===== config.mk =====
export PLATFORM = sky130hd
export DESIGN_NAME = display_scan_mux
export DESIGN_NICKNAME = d
export VERILOG_FILES = /design/src/rtl/display_scan_mux_pkg.sv /design/src/rtl/display_scan_mux_scan_tick_gen.sv /design/src/rtl/display_scan_mux.sv
export SDC_FILE = /design/constraint.sdc
export NUM_CORES = 1
export LEC_CHECK = 0
export BUFFER_PORTS_ARGS = -buffer_cell sky130_fd_sc_hd__buf_2
export CAP_MARGIN = 10
export CORE_MARGIN = 1.5
export CORE_UTILIZATION = 45
export DETAILED_ROUTE_END_ITERATION = 10
export PLACE_DENSITY = 0.73
export RECOVER_POWER = 100
export SYNTH_ARGS = -nofsm -noshare
export SYNTH_HDL_FRONTEND = slang
export SYNTH_SLANG_ARGS = --single-unit
export TNS_END_PERCENT = 30

===== constraint.sdc =====
create_clock -name CLK -period 1.5 [get_ports CLK]
set_input_delay 0.3 -clock CLK [delete_from_list [all_inputs] [get_ports CLK]]
set_output_delay 0.3 -clock CLK [all_outputs]
set_load 0.1 [all_outputs]

===== src/rtl/display_scan_mux_pkg.sv =====
// Shared constants and helpers for the four-digit scanned hex display.
package display_scan_mux_pkg;

  localparam int unsigned DIGITS   = 4;
  localparam int unsigned NIBBLE_W = 4;

  // Digit-enable patterns (active low): digit 0 lit, and everything dark.
  localparam logic [DIGITS-1:0] AN_RESET = 4'b1110;
  localparam logic [DIGITS-1:0] AN_OFF   = 4'b1111;

  typedef logic [1:0] digit_idx_t;

  // One-cold digit enable for the selected slot.
  function automatic logic [DIGITS-1:0] an_decode(input digit_idx_t idx);
    logic [DIGITS-1:0] an;
    an      = AN_OFF;
    an[idx] = 1'b0;
    return an;
  endfunction

endpackage


===== src/rtl/display_scan_mux_scan_tick_gen.sv =====
// Prescaler for the display scan: counts 0..PRESCALE-1 and flags the wrap
// cycle with a single-cycle TICK decoded straight from the count.
module scan_tick_gen
  import display_scan_mux_pkg::*;
#(
  parameter int unsigned PRESCALE = 50000
) (
  input  logic CLK,
  input  logic RST_N,
  output logic TICK
);

  localparam int unsigned    CW   = (PRESCALE > 1) ? $clog2(PRESCALE) : 1;
  localparam logic [CW-1:0]  LAST = CW'(PRESCALE - 1);

  logic [CW-1:0] cnt;

  // PRESCALE=1 keeps cnt at 0, so TICK is high every cycle.
  assign TICK = (cnt == LAST);

  // Free-running slot counter; reset restarts a full period.
  always_ff @(posedge CLK) begin
    if (!RST_N)    cnt <= '0;
    else if (TICK) cnt <= '0;
    else           cnt <= cnt + 1'b1;
  end

endmodule


===== src/rtl/display_scan_mux.sv =====
// Four-digit multiplexed hex display driver. A loaded 16-bit value is shown
// one nibble at a time on BIN, with the matching active-low enable on AN.
// Optional feature: define DISPLAY_SCAN_MUX_LZ_BLANK_EN to blank leading
// zero digits (digit 0 is always lit).
module display_scan_mux
  import display_scan_mux_pkg::*;
#(
  parameter int unsigned PRESCALE = 50000
) (
  input  logic                         CLK,
  input  logic                         RST_N,
  input  logic                         LOAD,
  input  logic [DIGITS*NIBBLE_W-1:0]   VALUE,
  output logic [NIBBLE_W-1:0]          BIN,
  output logic [DIGITS-1:0]            AN,
  output logic                         TICK
);

  logic [DIGITS*NIBBLE_W-1:0] held;
  digit_idx_t                 idx;
  logic                       blank;

  scan_tick_gen #(
    .PRESCALE(PRESCALE)
  ) u_tick (
    .CLK  (CLK),
    .RST_N(RST_N),
    .TICK (TICK)
  );

  // Display value capture; loading never disturbs the scan position.
  always_ff @(posedge CLK) begin
    if (!RST_N)    held <= '0;
    else if (LOAD) held <= VALUE;
  end

  // Digit index advances once per prescaler wrap.
  always_ff @(posedge CLK) begin
    if (!RST_N)    idx <= '0;
    else if (TICK) idx <= idx + 1'b1;
  end

  // Nibble select driven from registers only.
  always_comb begin
    BIN = held[{idx, 2'b00} +: NIBBLE_W];
  end

`ifdef DISPLAY_SCAN_MUX_LZ_BLANK_EN
  // Slot k goes dark when digits k..3 are all zero.
  always_comb begin
    blank = 1'b0;
    case (idx)
      2'd1:    blank = (held[15:4]  == '0);
      2'd2:    blank = (held[15:8]  == '0);
      2'd3:    blank = (held[15:12] == '0);
      default: blank = 1'b0;
    endcase
  end
`else
  // No blanking in this build.
  always_comb begin
    blank = 1'b0;
  end
`endif

  // Active-low digit enable, at most one bit low.
  always_comb begin
    AN = blank ? AN_OFF : an_decode(idx);
  end

endmodule


==> results of run 1 <==
-- power by group through the flow --
stage / logic, uW / clock network (uW) / registers, uW
floorplan: 127 / 0 / 971
global placement: 171 / 0 / 972
detailed placement: 179 / 0 / 975
CTS: 194 / 705 / 958
global route: 220 / 729 / 960
finish: 206 / 679 / 956
-- cell type report --
class	instances	area (sq um)
tap	46	57.56
fill	260	1081
clock inverter	3	45.04
timing repair buffer	49	435.4
multi-input combinational	104	959.7
clock buffer	5	37.54
inverter	8	52.55
sequential	34	694.4
-- per-layer routing --
metal	global-route usage	wire [um]	vias to the layer above
li1	-	-	623
met1	0.1905	1423	599
met2	0.3492	1855	23
met3	0.04710	104	4
met4	0.09722	53	0
met5	0	0	-
-- worst max path at each step --
stage | startpoint | to | slack, ns | cells after the start
after floorplan | u_tick.cnt[5]$_SDFF_PP0_ | TICK | -0.08 | 3
after global placement | idx[0]$_SDFFE_PN0N_ | BIN[2] | -0.03 | 3
after detailed placement | idx[0]$_SDFFE_PN0N_ | BIN[1] | -0.05 | 3
after CTS | idx[0]$_SDFFE_PN0N_ | BIN[3] | -0.34 | 3
after global routing | idx[0]$_SDFFE_PN0N_ | BIN[1] | -0.38 | 3
final | idx[0]$_SDFFE_PN0N_ | BIN[1] | -0.33 | 3
-- cell families (layout without fill, tap and decap cells) --
group,after synthesis,in the layout,synth area share
AO/OA/AOI/OAI,2,2,0.01030
XOR/XNOR,14,14,0.07766
adder cells (fa/ha/maj),5,5,0.03962
buffers and inverters,15,65,0.04041
flip-flops,34,34,0.4311
multiplexers,21,21,0.1648
AND/OR/NAND/NOR,62,62,0.2361
-- synth_stat cells --
master | count | area, sq um
and4bb_2 | 1 | 12.51
mux2i_1 | 17 | 170.2
inv_1 | 8 | 30.03
xor2_1 | 6 | 52.55
nand2_2 | 1 | 6.260
buf_2 | 2 | 10.01
nor2_1 | 14 | 52.55
nor4_1 | 5 | 31.28
nand3_1 | 7 | 35.03
buf_4 | 1 | 7.510
o31ai_1 | 1 | 7.510
nand4_2 | 1 | 12.51
a21oi_2 | 1 | 8.760
nand4_1 | 4 | 25.02
nand3_2 | 1 | 10.01
and4_4 | 1 | 11.26
or4_4 | 1 | 11.26
nand2_1 | 2 | 7.510
clkbuf_1 | 3 | 11.26
dfxtp_1 | 34 | 680.7
nor2b_1 | 17 | 106.4
clkbuf_2 | 1 | 5.000
and3_1 | 2 | 12.51
nor4bb_1 | 1 | 10.01
nor4b_1 | 1 | 8.760
ha_1 | 5 | 62.56
and3_2 | 1 | 7.510
xnor2_1 | 8 | 70.07
mux4_2 | 4 | 90.09
and2_1 | 2 | 12.51
-- state kept, by name, indices dropped and copies added (netlist names) --
| register | cells |
|---|---|
| idx | 2 |
| held | 16 |
| u_tick.cnt | 16 |
-- placed cells by master, fill, tap and decap left out, types with 4 or more instances in the layout --
master / netlist / routed
buf_12: 0 / 7
buf_2: 2 / 17
buf_4: 1 / 17
buf_6: 0 / 7
clkbuf_4: 0 / 5
clkinvlp_4: 0 / 6
dfxtp_1: 34 / 25
dfxtp_2: 0 / 8
ha_4: 0 / 5
mux2i_1: 17 / 17
mux4_2: 4 / 4
nand3_1: 7 / 7
nand4_1: 4 / 4
nor2_1: 14 / 14
nor2b_1: 17 / 17
nor4_1: 5 / 4
xnor2_1: 8 / 8
xor2_1: 6 / 6
-- per-stage QoR --
stage                     setup TNS, ns  hold WS (ns)  utilization
final                            -2.183        0.2209       0.6786
after global routing             -3.023        0.2276       0.6786
after CTS                        -2.532        0.2066       0.6589
after detailed placement        -0.1458        0.5056       0.5967
after global placement          -0.1168        0.4929       0.5967
after floorplan                 -0.3783        0.4196            -
-- tightest hold or removal path, stage by stage --
cell and delay (ns):
buf_2 0.08, mux2i_1 0.06, nor2b_1 0.09
-- timing repair --
| item | 4_1_cts | 5_1_grt |
|---|---|---|
| cloned | 0 | 0 |
| setup buffers | 1 | 1 |
| pin swaps | 3 | 4 |
| gates resized for setup | 30 | 15 |
| setup endpoints to repair | 22 | 24 |
==> results.sh, run 1 <==
export IMPL_status="complete, but fails checks"
export IMPL_violations="negative setup slack"
export IMPL_cp_top_family="multiplexers"
export IMPL_drtIter0Drc=31
export IMPL_synth_warnings=0
export IMPL_finalMaxSlewViolations=0
export IMPL_holdPathEnd="held[4]$_SDFFE_PN0P_"
export IMPL_antenna_found_initial=0
export IMPL_syn_area_sq_um=1579
export IMPL_slew_headroom=0.2531
export IMPL_worst_pin_slew_ns=1.120
export IMPL_combPwrFrac=0.112
export IMPL_worstRegToRegCells=6
export IMPL_path_cells="buf_6 > mux4_2 > buf_12"
export IMPL_hpwl_um=2464
export IMPL_rsz0062_at_grt="true"
export IMPL_grt_pass1_wl_um=5706
export IMPL_syn_avg_cell_area_sq_um=10.32
export IMPL_cts_tree="yes"
export IMPL_cp_required_ns=1.20
export IMPL_placed_area_sq_um=2007
export IMPL_path_clk_slew_ns=0.12
export IMPL_r2r_slack_ns=-0.02
export IMPL_cts_buffer_depth=2
export IMPL_initial_core_util=0.4695
export IMPL_cts_htree_levels=2
export IMPL_cts_buffers=5
export IMPL_pre_cts_ws_ns=-0.04744
export IMPL_leakage_uw=0.0009096
export IMPL_die_y_um=62.24
export IMPL_via_per_inst=5.016
export IMPL_drt_total_wl_um=3435
export IMPL_drc=0
export IMPL_worstSetupEndpointType="output pin"
export IMPL_core_area_sq_um=3363
export IMPL_grt_pass1_vias=1330
export IMPL_die_x_um=62.24
export IMPL_p_switching_uw=462.2
export IMPL_drt_first_pass_iters=4
export IMPL_syn_nets=177
export IMPL_wl_per_cell_um=13.80
export IMPL_rows=21
export IMPL_diodes=0
export IMPL_clkPwrFrac=0.369
export IMPL_fin_crit_ns=1.825
export IMPL_clkLatencyLatePin_ns=0.34
export IMPL_min_from="VALUE[4]"
export IMPL_final_cell_area_sq_um=2282
export IMPL_slowest_stage="mux4_2"
export IMPL_drive_gt1_frac=0.4483
export IMPL_layout_setup_ws_ns=-0.3252
export IMPL_cts_sinks=34
export IMPL_arrival_ns=1.53
export IMPL_crit_type="register to output pin"
export IMPL_overflow=0
export IMPL_reg2reg_from="u_tick.cnt[1]$_SDFF_PP0_"
export IMPL_swShare=0.2510
export IMPL_grt_util_all_layers=0.1868
export IMPL_setup_viol=11
export IMPL_cp_max_fo=3
export IMPL_yosysUniqueCellTypes=30
export IMPL_peakVddDrop_uv=581.2
export IMPL_ys_seq_area_frac=0.4311
export IMPL_io_buffers=27
export IMPL_hold_viol=0
export IMPL_vias=1249
export IMPL_io_pin_count=28
export IMPL_final_antenna_net_count=0
export IMPL_clock_tree_root_cell="clkbuf_4"
export IMPL_skew_ns=0.01546
export IMPL_min_path_type="input pin to register"
export IMPL_post_route_period_util=1.217
export IMPL_grt_max_degree=17
export IMPL_dp_cells=239
export IMPL_ctsHoldBuffers=0
export IMPL_layout_cells_non_filler=249
export IMPL_dieArea_sq_um=3873
export IMPL_synthCells=153
export IMPL_seqPwrFrac=0.519
export IMPL_synth_seq_cells=34
export IMPL_hold_depth=3
export IMPL_worst_path_buf_inv=2
export IMPL_fin_nets=226
export IMPL_syn2layout_area_growth_pct=44.53
export IMPL_max_cap_violations=0
export IMPL_fmax_ghz=0.5479
export IMPL_cellPowerDensity_nw_per_um2=806.8
export IMPL_slowest_delay_ns=0.53
export IMPL_r2r_end="u_tick.cnt[15]$_SDFF_PP0_"
export IMPL_gp_congestion=0.7438
export IMPL_power_uw=1841
export IMPL_internal_power_uw=1379
export IMPL_critical_path_startpoint_type="register"
Note: power is estimated with default switching activity, not from simulation.
==> run 2: changes to the inputs <==
CORE_UTILIZATION = 47   (was 45)
PLACE_DENSITY = 0.72   (was 0.73)
==> results.sh, run 2 (same netlist as run 1, synthesis figures left out) <==
export IMPL_drtIter0Drc=46
export IMPL_slowest_delay_ns=0.53
export IMPL_diodes=0
export IMPL_worstSetupEndpointType="output pin"
export IMPL_cellPowerDensity_nw_per_um2=744.6
export IMPL_path_clk_slew_ns=0.11
export IMPL_io_buffers=27
export IMPL_violations="negative setup slack"
export IMPL_met2_wirelength_um=1841
export IMPL_slew_headroom=0.2826
export IMPL_grt_pass1_wl_um=5554
export IMPL_wl_met3_um=148
export IMPL_placed_area_sq_um=1982
export IMPL_cts_tree="yes"
export IMPL_cts_htree_levels=2
export IMPL_grt_util_all_layers=0.2061
export IMPL_utilization=0.6964
export IMPL_fmax_ghz=0.5538
export IMPL_cts_sinks=34
export IMPL_finalMaxSlewViolations=0
export IMPL_wl_met1_um=1380
export IMPL_rows=20
export IMPL_syn2layout_area_growth_pct=37.96
export IMPL_antenna_found_initial=0
export IMPL_fin_nets=223
export IMPL_initial_core_util=0.5048
export IMPL_worst_pin_slew_ns=1.076
export IMPL_min_path_type="input pin to register"
export IMPL_setup_viol=9
export IMPL_cp_required_ns=1.20
export IMPL_gp_congestion=0.8525
export IMPL_fin_crit_ns=1.806
export IMPL_arrival_ns=1.51
export IMPL_hpwl_um=2487
export IMPL_overflow=0
export IMPL_crit_type="register to output pin"
export IMPL_final_antenna_net_count=0
export IMPL_layout_setup_ws_ns=-0.3058
export IMPL_clock_tree_root_cell="clkbuf_4"
export IMPL_grt_max_degree=22
export IMPL_cp_max_fo=5
export IMPL_slowest_stage="mux4_2"
export IMPL_topRoutingLayerUsed="met4"
export IMPL_grt_pass1_vias=1272
export IMPL_rsz0062_at_grt="true"
export IMPL_die_y_um=60.96
export IMPL_critical_path_startpoint_type="register"
export IMPL_path_cells="mux4_2 > buf_6"
export IMPL_wl_per_cell_um=14.08
export IMPL_final_cell_area_sq_um=2178
export IMPL_die_x_um=60.96
export IMPL_pre_cts_ws_ns=-0.1871
export IMPL_skew_ns=0.01933
export IMPL_drt_first_pass_iters=4
export IMPL_drc=0
export IMPL_clkLatencyLatePin_ns=0.34
export IMPL_final_cell_mix="27 x dfxtp_1, 17 x mux2i_1, 17 x nor2b_1, 17 x buf_2, 15 x buf_4"
export IMPL_cts_buffer_depth=2
export IMPL_max_cap_violations=0
export IMPL_ctsHoldBuffers=0
export IMPL_vias=1228
export IMPL_drt_total_wl_um=3422
export IMPL_core_area_sq_um=3128
export IMPL_via_per_inst=5.053
export IMPL_post_route_period_util=1.204
export IMPL_status="complete, but fails checks"
export IMPL_io_pin_count=28
export IMPL_cts_buffers=5
export IMPL_largestRegisters="held (16), u_tick.cnt (16), idx (2)"
export IMPL_dieArea_sq_um=3716
export IMPL_peakVddDrop_uv=687.7
export IMPL_hold_viol=0
export IMPL_leakage_uw=0.0008745
export IMPL_final_common_cell="dfxtp_1"
export IMPL_drive_gt1_frac=0.4322
[run 2: changes by cell type in the layout (fill, tap and decap cells not counted), sizes merged]
cell      previous run  this run
clkinvlp             6         4
bufinv               1         0
clkinv               0         2
clkbuf               6         7
buf                 48        44
[run 2: what timing repair did]
item	4_1_cts	5_1_grt
gates resized for setup	24	12
pin swaps	3	2
buffers inserted	2	0
setup endpoints to repair	23	14
[run 2: report_power, final]
part           switching, uW  internal (uW)
Clock                    302            168
Sequential              24.6            934
Combinational            106           87.0
Total                    432           1190
[run 2: routing by layer]
metal | GRT usage | vias up
met5 | 0 | -
met4 | 0.07453 | 0
met3 | 0.04904 | 5
met2 | 0.3794 | 32
met1 | 0.2294 | 572
li1 | - | 619
[run 2: final cells by class]
class	count	area, sq um
Timing Repair Buffer	46	385.4
Fill cell	240	949.7
Tap cell	44	55.05
Inverter	8	50.05
Sequential cell	34	694.4
Clock inverter	2	10.01
Multi-Input combinational cell	104	945.9
Clock buffer	5	37.54
[run 2: final timing paths]
path | to | slack (ns) | startpoint | cells after the start
max reg2reg | u_tick.cnt[14]$_SDFF_PP0_ | 0.06 | u_tick.cnt[5]$_SDFF_PP0_ | 5
max | BIN[2] | -0.31 | idx[0]$_SDFFE_PN0N_ | 2
min reg2reg | held[4]$_SDFFE_PN0P_ | 0.54 | held[4]$_SDFFE_PN0P_ | 2
min | held[0]$_SDFFE_PN0P_ | 0.21 | VALUE[0] | 3
[run 2: worst max-delay path, delay by kind of cell (launching register included)]
kind | cells | cell delay (ns)
mux | 1 | 0.53
flops | 1 | 0.42
buf+inv | 1 | 0.21
[run 2: metrics by stage]
| step | instances | TNS (ns) | power (uW) | hold slack [ns] |
|---|---|---|---|---|
| 6_report | 243 | -2.348 | 1622 | 0.2088 |
| 3_3_place_gp | 234 | -0.7659 | 1140 | 0.4925 |
| 2_1_floorplan | 153 | -0.3783 | 1098 | 0.4196 |
| 3_5_place_dp | 234 | -1.501 | 1154 | 0.5148 |
| 4_1_cts | 243 | -2.445 | 1622 | 0.2088 |
| 5_1_grt | 243 | -2.861 | 1682 | 0.2114 |
